### src/rtl/ibex_pext_mult_seq.sv
// Request/response sequencer for the multi-cycle P-extension multiplier: latches one
// request, holds the multiplier enabled for MultLatency cycles, then presents the result.
module ibex_pext_mult_seq #(
  parameter int unsigned MultLatency = 2,
  parameter int unsigned OpWidth     = 7,
  parameter int unsigned SignWidth   = 2
) (
  input  logic                 clk_i,
  input  logic                 rst_ni,
  input  logic                 flush_i,

  input  logic                 req_valid_i,
  output logic                 req_ready_o,
  input  logic [31:0]          req_op_a_i,
  input  logic [31:0]          req_op_b_i,
  input  logic [OpWidth-1:0]   req_operator_i,
  input  logic [SignWidth-1:0] req_signed_i,

  output logic                 mult_en_o,
  output logic [31:0]          mult_op_a_o,
  output logic [31:0]          mult_op_b_o,
  output logic [OpWidth-1:0]   mult_operator_o,
  output logic [SignWidth-1:0] mult_signed_o,
  input  logic [31:0]          mult_result_i,

  output logic                 resp_valid_o,
  input  logic                 resp_ready_i,
  output logic [31:0]          resp_result_o,

  output logic                 busy_o,
  output logic [15:0]          op_count_o
);

  localparam int unsigned           CntWidth = $clog2(MultLatency + 1);
  localparam logic [CntWidth-1:0]   CntLoad  = CntWidth'(MultLatency - 1);

  typedef enum logic [1:0] {
    ST_IDLE = 2'd0,
    ST_BUSY = 2'd1,
    ST_RESP = 2'd2
  } state_e;

  state_e                 r_state;
  state_e                 w_state_next;
  logic [CntWidth-1:0]    r_cnt;
  logic [31:0]            r_op_a;
  logic [31:0]            r_op_b;
  logic [OpWidth-1:0]     r_operator;
  logic [SignWidth-1:0]   r_signed;
  logic [31:0]            r_result;
  logic [15:0]            r_op_count;

  logic                   w_accept;
  logic                   w_resp_hs;
  logic                   w_capture;

  // A response handshake is suppressed by flush so the count only sees delivered results.
  assign w_accept  = req_valid_i & req_ready_o;
  assign w_resp_hs = (r_state == ST_RESP) & resp_ready_i & ~flush_i;
  assign w_capture = (r_state == ST_BUSY) & (r_cnt == '0) & ~flush_i;

  // State register
  always_ff @(posedge clk_i) begin
    if (!rst_ni) begin
      r_state <= ST_IDLE;
    end else begin
      // NOTE: sequential state uses non-blocking (<=) so every flop samples pre-edge values.
      r_state <= w_state_next;
    end
  end

  // Next-state logic
  always_comb begin
    // NOTE: default first, so no path through this block leaves the signal unassigned (no latch).
    w_state_next = r_state;
    if (flush_i) begin
      w_state_next = ST_IDLE;
    end else begin
      case (r_state)
        ST_IDLE: if (w_accept) w_state_next = ST_BUSY;
        ST_BUSY: if (r_cnt == '0) w_state_next = ST_RESP;
        ST_RESP: if (resp_ready_i) w_state_next = w_accept ? ST_BUSY : ST_IDLE;
        default: w_state_next = ST_IDLE;
      endcase
    end
  end

  // Output logic
  always_comb begin
    req_ready_o  = 1'b0;
    mult_en_o    = 1'b0;
    resp_valid_o = 1'b0;
    busy_o       = (r_state != ST_IDLE);
    case (r_state)
      ST_IDLE: req_ready_o  = ~flush_i;
      ST_BUSY: mult_en_o    = 1'b1;
      ST_RESP: begin
        resp_valid_o = 1'b1;
        req_ready_o  = ~flush_i & resp_ready_i;
      end
      default: ;
    endcase
  end

  // Latency counter
  always_ff @(posedge clk_i) begin
    if (!rst_ni) begin
      r_cnt <= '0;
    end else if (flush_i) begin
      r_cnt <= '0;
    end else if (w_accept) begin
      r_cnt <= CntLoad;
    end else if ((r_state == ST_BUSY) && (r_cnt != '0)) begin
      r_cnt <= r_cnt - 1'b1;
    end
  end

  // Multiplier operand registers: loaded only by an accepted request, untouched by flush.
  always_ff @(posedge clk_i) begin
    if (!rst_ni) begin
      r_op_a     <= '0;
      r_op_b     <= '0;
      r_operator <= '0;
      r_signed   <= '0;
    end else if (w_accept) begin
      r_op_a     <= req_op_a_i;
      r_op_b     <= req_op_b_i;
      r_operator <= req_operator_i;
      r_signed   <= req_signed_i;
    end
  end

  // Result capture and completed-response counter
  always_ff @(posedge clk_i) begin
    if (!rst_ni) begin
      r_result   <= '0;
      r_op_count <= '0;
    end else begin
      if (w_capture) r_result <= mult_result_i;
      if (w_resp_hs) r_op_count <= r_op_count + 16'd1;
    end
  end

  assign mult_op_a_o     = r_op_a;
  assign mult_op_b_o     = r_op_b;
  assign mult_operator_o = r_operator;
  assign mult_signed_o   = r_signed;
  assign resp_result_o   = r_result;
  assign op_count_o      = r_op_count;

endmodule

### config.mk
export PLATFORM = sky130hd
export DESIGN_NAME = ibex_pext_mult_seq
export DESIGN_NICKNAME = d
export VERILOG_FILES = /design/src/rtl/ibex_pext_mult_seq.sv
export SDC_FILE = /design/constraint.sdc
export NUM_CORES = 1
export LEC_CHECK = 0
export ABC_AREA = 0
export ABC_CLOCK_PERIOD_IN_PS = 2370
export BUFFER_PORTS_ARGS = -buffer_cell sky130_fd_sc_hd__buf_2
export CORE_MARGIN = 4
export CORE_UTILIZATION = 45
export CTS_CLUSTER_SIZE = 10
export DETAILED_ROUTE_END_ITERATION = 10
export PLACE_DENSITY = 0.84
export SKIP_CTS_REPAIR_TIMING = 1
export SYNTH_ARGS = -nofsm -noshare
export SYNTH_HDL_FRONTEND = slang
export SYNTH_SLANG_ARGS = --single-unit
### constraint.sdc
create_clock -name clk_i -period 2.37 [get_ports clk_i]
set_input_delay 0.711 -clock clk_i [delete_from_list [all_inputs] [get_ports clk_i]]
set_output_delay 0.711 -clock clk_i [all_outputs]
set_load 0.02 [all_outputs]
Word-level counts from Yosys, hierarchy flattened. Cells that the tools add are included.

Register bits after elaboration: 125. Latch bits: 0. RAM bits: 0. Bits in read-only memories: 0. Input bits: 110. Output and inout bits: 125. Memories: 0.

Add/sub/neg operators: 2. Multipliers: 0. Divide/modulo/power cells: 0. $lt $le $gt $ge: 0. Eq/ne operators: 5. Shift operators: 0. Muxes and demuxes: 10. Bitwise operators: 8. Reduce and logical (&&, ||, !) cells: 9.

Operators with widths (count): adder 16 x 1 -> 16 bit, second input constant (1); AND 1 bit (6); 2-to-1 mux 2 bit (3); inequality test 2 bit, second input constant (3); one-hot mux 2 bit (3 select lines) (1); nonzero test 2 bit (3); 2-to-1 mux 1 bit (5); logical NOT 2 bit (2); AND reduction 3 bit (1); OR reduction 3 bit (1); == test 2 x 1 -> 1 bit, second input constant (1); == test 2 bit, second input constant (1); NOT 1 bit (2); one-hot mux 1 bit (2 select lines) (1); OR reduction 2 bit (1); subtractor 2 x 1 -> 2 bit, second input constant (1); logical AND 1 bit (1).

Depth between registers and ports, before layout.
Word-level depth: 7. Mapped depth: 7. Mapped depth without buffers: 6.

Least setup slack after synthesis. Ideal clock, no wire load.

Path type: input to output. From: in resp_ready_i. To: out req_ready_o. Arrival: 1.317 ns. Data required time: 1.659 ns. Setup slack: 0.342 ns. Cell stages on the path: 2. Cell sequence: inv_1 > a211oi_1.

Cells in the longest elaborated chain, start to end: 2.

RTL lines: from (decl) (line 27) `input logic resp_ready_i,`; AND 1 bit (line 99) `req_ready_o = ~flush_i & resp_ready_i;`; one-hot mux 1 bit (2 select lines) (line 94) `case (r_state)`; to (decl) (line 13) `output logic req_ready_o,`.

No other way between the ends.

Worst setup path after layout.
From: reg r_state[1]. To: out resp_valid_o.

Cells in the longest elaborated chain, start to end: 2.

RTL lines: from (decl) (line 43) `state_e r_state;`; from (signal assigned) (line 68) `r_state <= w_state_next;`; == test 2 bit (line 94); 2-to-1 mux 1 bit (line 94); to (decl) (line 26) `output logic resp_valid_o,`.

No other way between the ends.

==> impl_results.md <==
- Via count: 4570
- Type of the worst setup path: reg2out
- Crit path time final: 2.213 ns
- Vias per cell: 4.831
- Critical Path RT: 1.66 ns
- Clk slew on worst S/H paths: 0.05 ns
- Antenna-violating nets left: 0
- Share of synthesized registers carrying an async set or reset: 0
- Status: completed
- EDFF count, synth: 0
- Fmax: 451.8 MHz
- Slew Limit Fails: 0
- LEAKAGE: 2.917 nW
- Placed cell area: 0.005859 mm2
- Hold crit path type: in2reg
- Simple-Gate Fraction of Synth Area: 0.2461
- Mux share of post-synthesis cell area: 0.006637
- Gr usage total: 0.2120
- Syn Nets: 683
- Die H: 108.3 um
- Final WL: 12.70 mm
- Fin cells: 946
- Largest family of logic cells by synthesized area: simple AND/OR/NAND/NOR gates
- Synth Area in Compound Gates: 0.1325
- Root buf cell: clkbuf_8
- DR pass1 iterations: 4
- Max-cap viol count: 0
- Synth Area in Adders: 0.005531
- HPWL Detailed: 9.139 mm
- Pwr Total: 4.874 mW
- Setup TNS: 0 ns
- Crit. End Element: output pin
- Synth Area in XOR/XNOR: 0.01936
- Die ar.: 0.01172 mm2
- Max Buffers Root-to-Sink: 2
- Port bufs: 234
- Initial Util: 0.4629
- Max FO, Critical Path: 7
- Main synth FF type: dfxtp_1
- Post-synthesis cell area: 0.004524 mm2
- RSZ-0062 raised after global routing: false
- CTS Sinks: 125
- Antenna violations before repair: 1
- Synth Area per Inst: 7.924 um2
- Chip width: 108.3 um
- Slew @ Worst Pin: 0.4519 ns
- Worst Path Arrival: 1.50 ns
- CP Launch Type: flip-flop
- CTS HTree Levels: 4
- Largest net degree at the start of global routing: 65
- Relative slew slack: 0.6964
- I/O Pins: 235
- CTS tree: built
- Row count: 36
- Vias in the first global route: 4162
- Final Hold Vio Count: 0
- Share of layout cells above drive strength 1: 0.3440
- Cell variety after synth: 32
- Final period util: 0.9339
- Overflow after GRT: 0
- Post-Layout Inst Area: 0.006382 mm2
- Total number of yosys warnings: 0
- Max rail drop VDD: 388.4 uV
- Final #Nets: 912
- Drt wl/cell: 13.42 um
- Initial detailed-routing violation count: 225
- Worst skew pair latency: 0.50 ns
- Synth Instances: 571
- Area Growth Syn to Fin: 41.07%
- Final Setup Violations: 0
- Cell Pwr Density: 763.6 mW/mm2
- First-pass GRT wire length: 19.56 mm
- Post-synthesis sequential area ratio: 0.5531
- Core box area: 0.009774 mm2
- # DRC: 0
- Flops & latches, synth: 125
- Placed cells: 914
- Num CTS Buffers: 17
- Skew final: 0.008378 ns
- GPL Wtd Cong: 0.8116
[worst max-delay path: stages, from the launching register on]
cell and delay [ns]:
dfxtp_1 0.49, inv_1 0.17, nor2_1 0.16, buf_2 0.18
[synthesized netlist by cell type (4+ instances only)]
master / count / share of area
nor4_1: 4 / 0.0055
dfxtp_1: 125 / 0.55
nand2_1: 225 / 0.19
clkbuf_1: 28 / 0.023
inv_1: 8 / 0.0066
nand3_1: 7 / 0.0077
buf_1: 6 / 0.0050
xnor2_1: 6 / 0.012
nor2_1: 17 / 0.014
xor2_1: 4 / 0.0077
a21oi_1: 109 / 0.12
nand4_1: 4 / 0.0055
[where the power goes]
part / internal, mW / total [mW] / switching (mW) / leakage (nW)
combinational: 0.170 / 0.441 / 0.271 / 1.65
clock: 1.38 / 2.23 / 0.857 / 0.249
sequential: 2.17 / 2.20 / 0.0305 / 1.02
[cell families after synthesis]
family | count (synthesis)
xor gates and xnor gates | 10
and+or+nand+nor | 271
buffers and inverters | 44
AOI/OAI and AO/OA | 116
DFF | 125
adders and majority gates | 2
muxes | 3
[layout make-up]
class,count,area (um2)
Antenna cell,2,5.005
Tap cell,133,166.4
Sequential cell,125,2502
Clock inverter,6,37.54
Clock buffer,24,480.5
Multi-Input combinational cell,402,1877
Timing Repair Buffer,245,1279
Inverter,9,35.03
Fill cell,880,3392
[cells in the final DEF (no fill, tap or decap), types with 5 or more instances in the layout]
master / Yosys / layout
buf_4: 0 / 9
inv_1: 8 / 8
nand2_1: 225 / 225
nand3_1: 7 / 7
dfxtp_1: 125 / 125
clkbuf_16: 0 / 16
xnor2_1: 6 / 6
nor2_1: 17 / 16
a21oi_1: 109 / 109
clkbuf_8: 0 / 5
buf_2: 1 / 234
[through the flow]
step	util	hold slack, ns	worst slack (ns)
final	0.6530	0.4402	0.1567
after CTS	0.6525	0.4100	0.1360
after floorplan	-	0.4788	0.3416
after detailed placement	0.5995	0.4430	0.2128
after global routing	0.6527	0.4068	0.04320
after global placement	0.5995	0.4379	0.2421
[per-layer routing]
metal | vias up | GRT usage | share of wire
li1 | 2321 | - | -
met1 | 2044 | 0.2502 | 0.40
met2 | 175 | 0.3472 | 0.49
met3 | 30 | 0.07104 | 0.089
met4 | 0 | 0.1010 | 0.029
met5 | - | 0 | 0
[worst paths after layout]
check                                    start                           end  slack (ns)  cells after the start
setup / recovery       r_state[1]$_SDFFE_PP0P_                  resp_valid_o        0.16                      3
hold / removal                  req_op_b_i[22]  mult_op_b_o[22]$_SDFFE_PN0P_        0.44                      3
setup reg to reg    op_count_o[0]$_SDFFE_PN0P_   op_count_o[14]$_SDFFE_PN0P_        0.57                      5
hold reg to reg   mult_op_b_o[20]$_SDFFE_PN0P_  mult_op_b_o[20]$_SDFFE_PN0P_        0.45                      2
[registers in the layout (all words and copies together), names as in the netlist]
name             cells
mult_op_a_o         32
mult_op_b_o         32
mult_operator_o      7
mult_signed_o        2
op_count_o          16
r_cnt                2
r_state              2
resp_result_o       32
No activity file was read; power rests on OpenSTA's default activity.
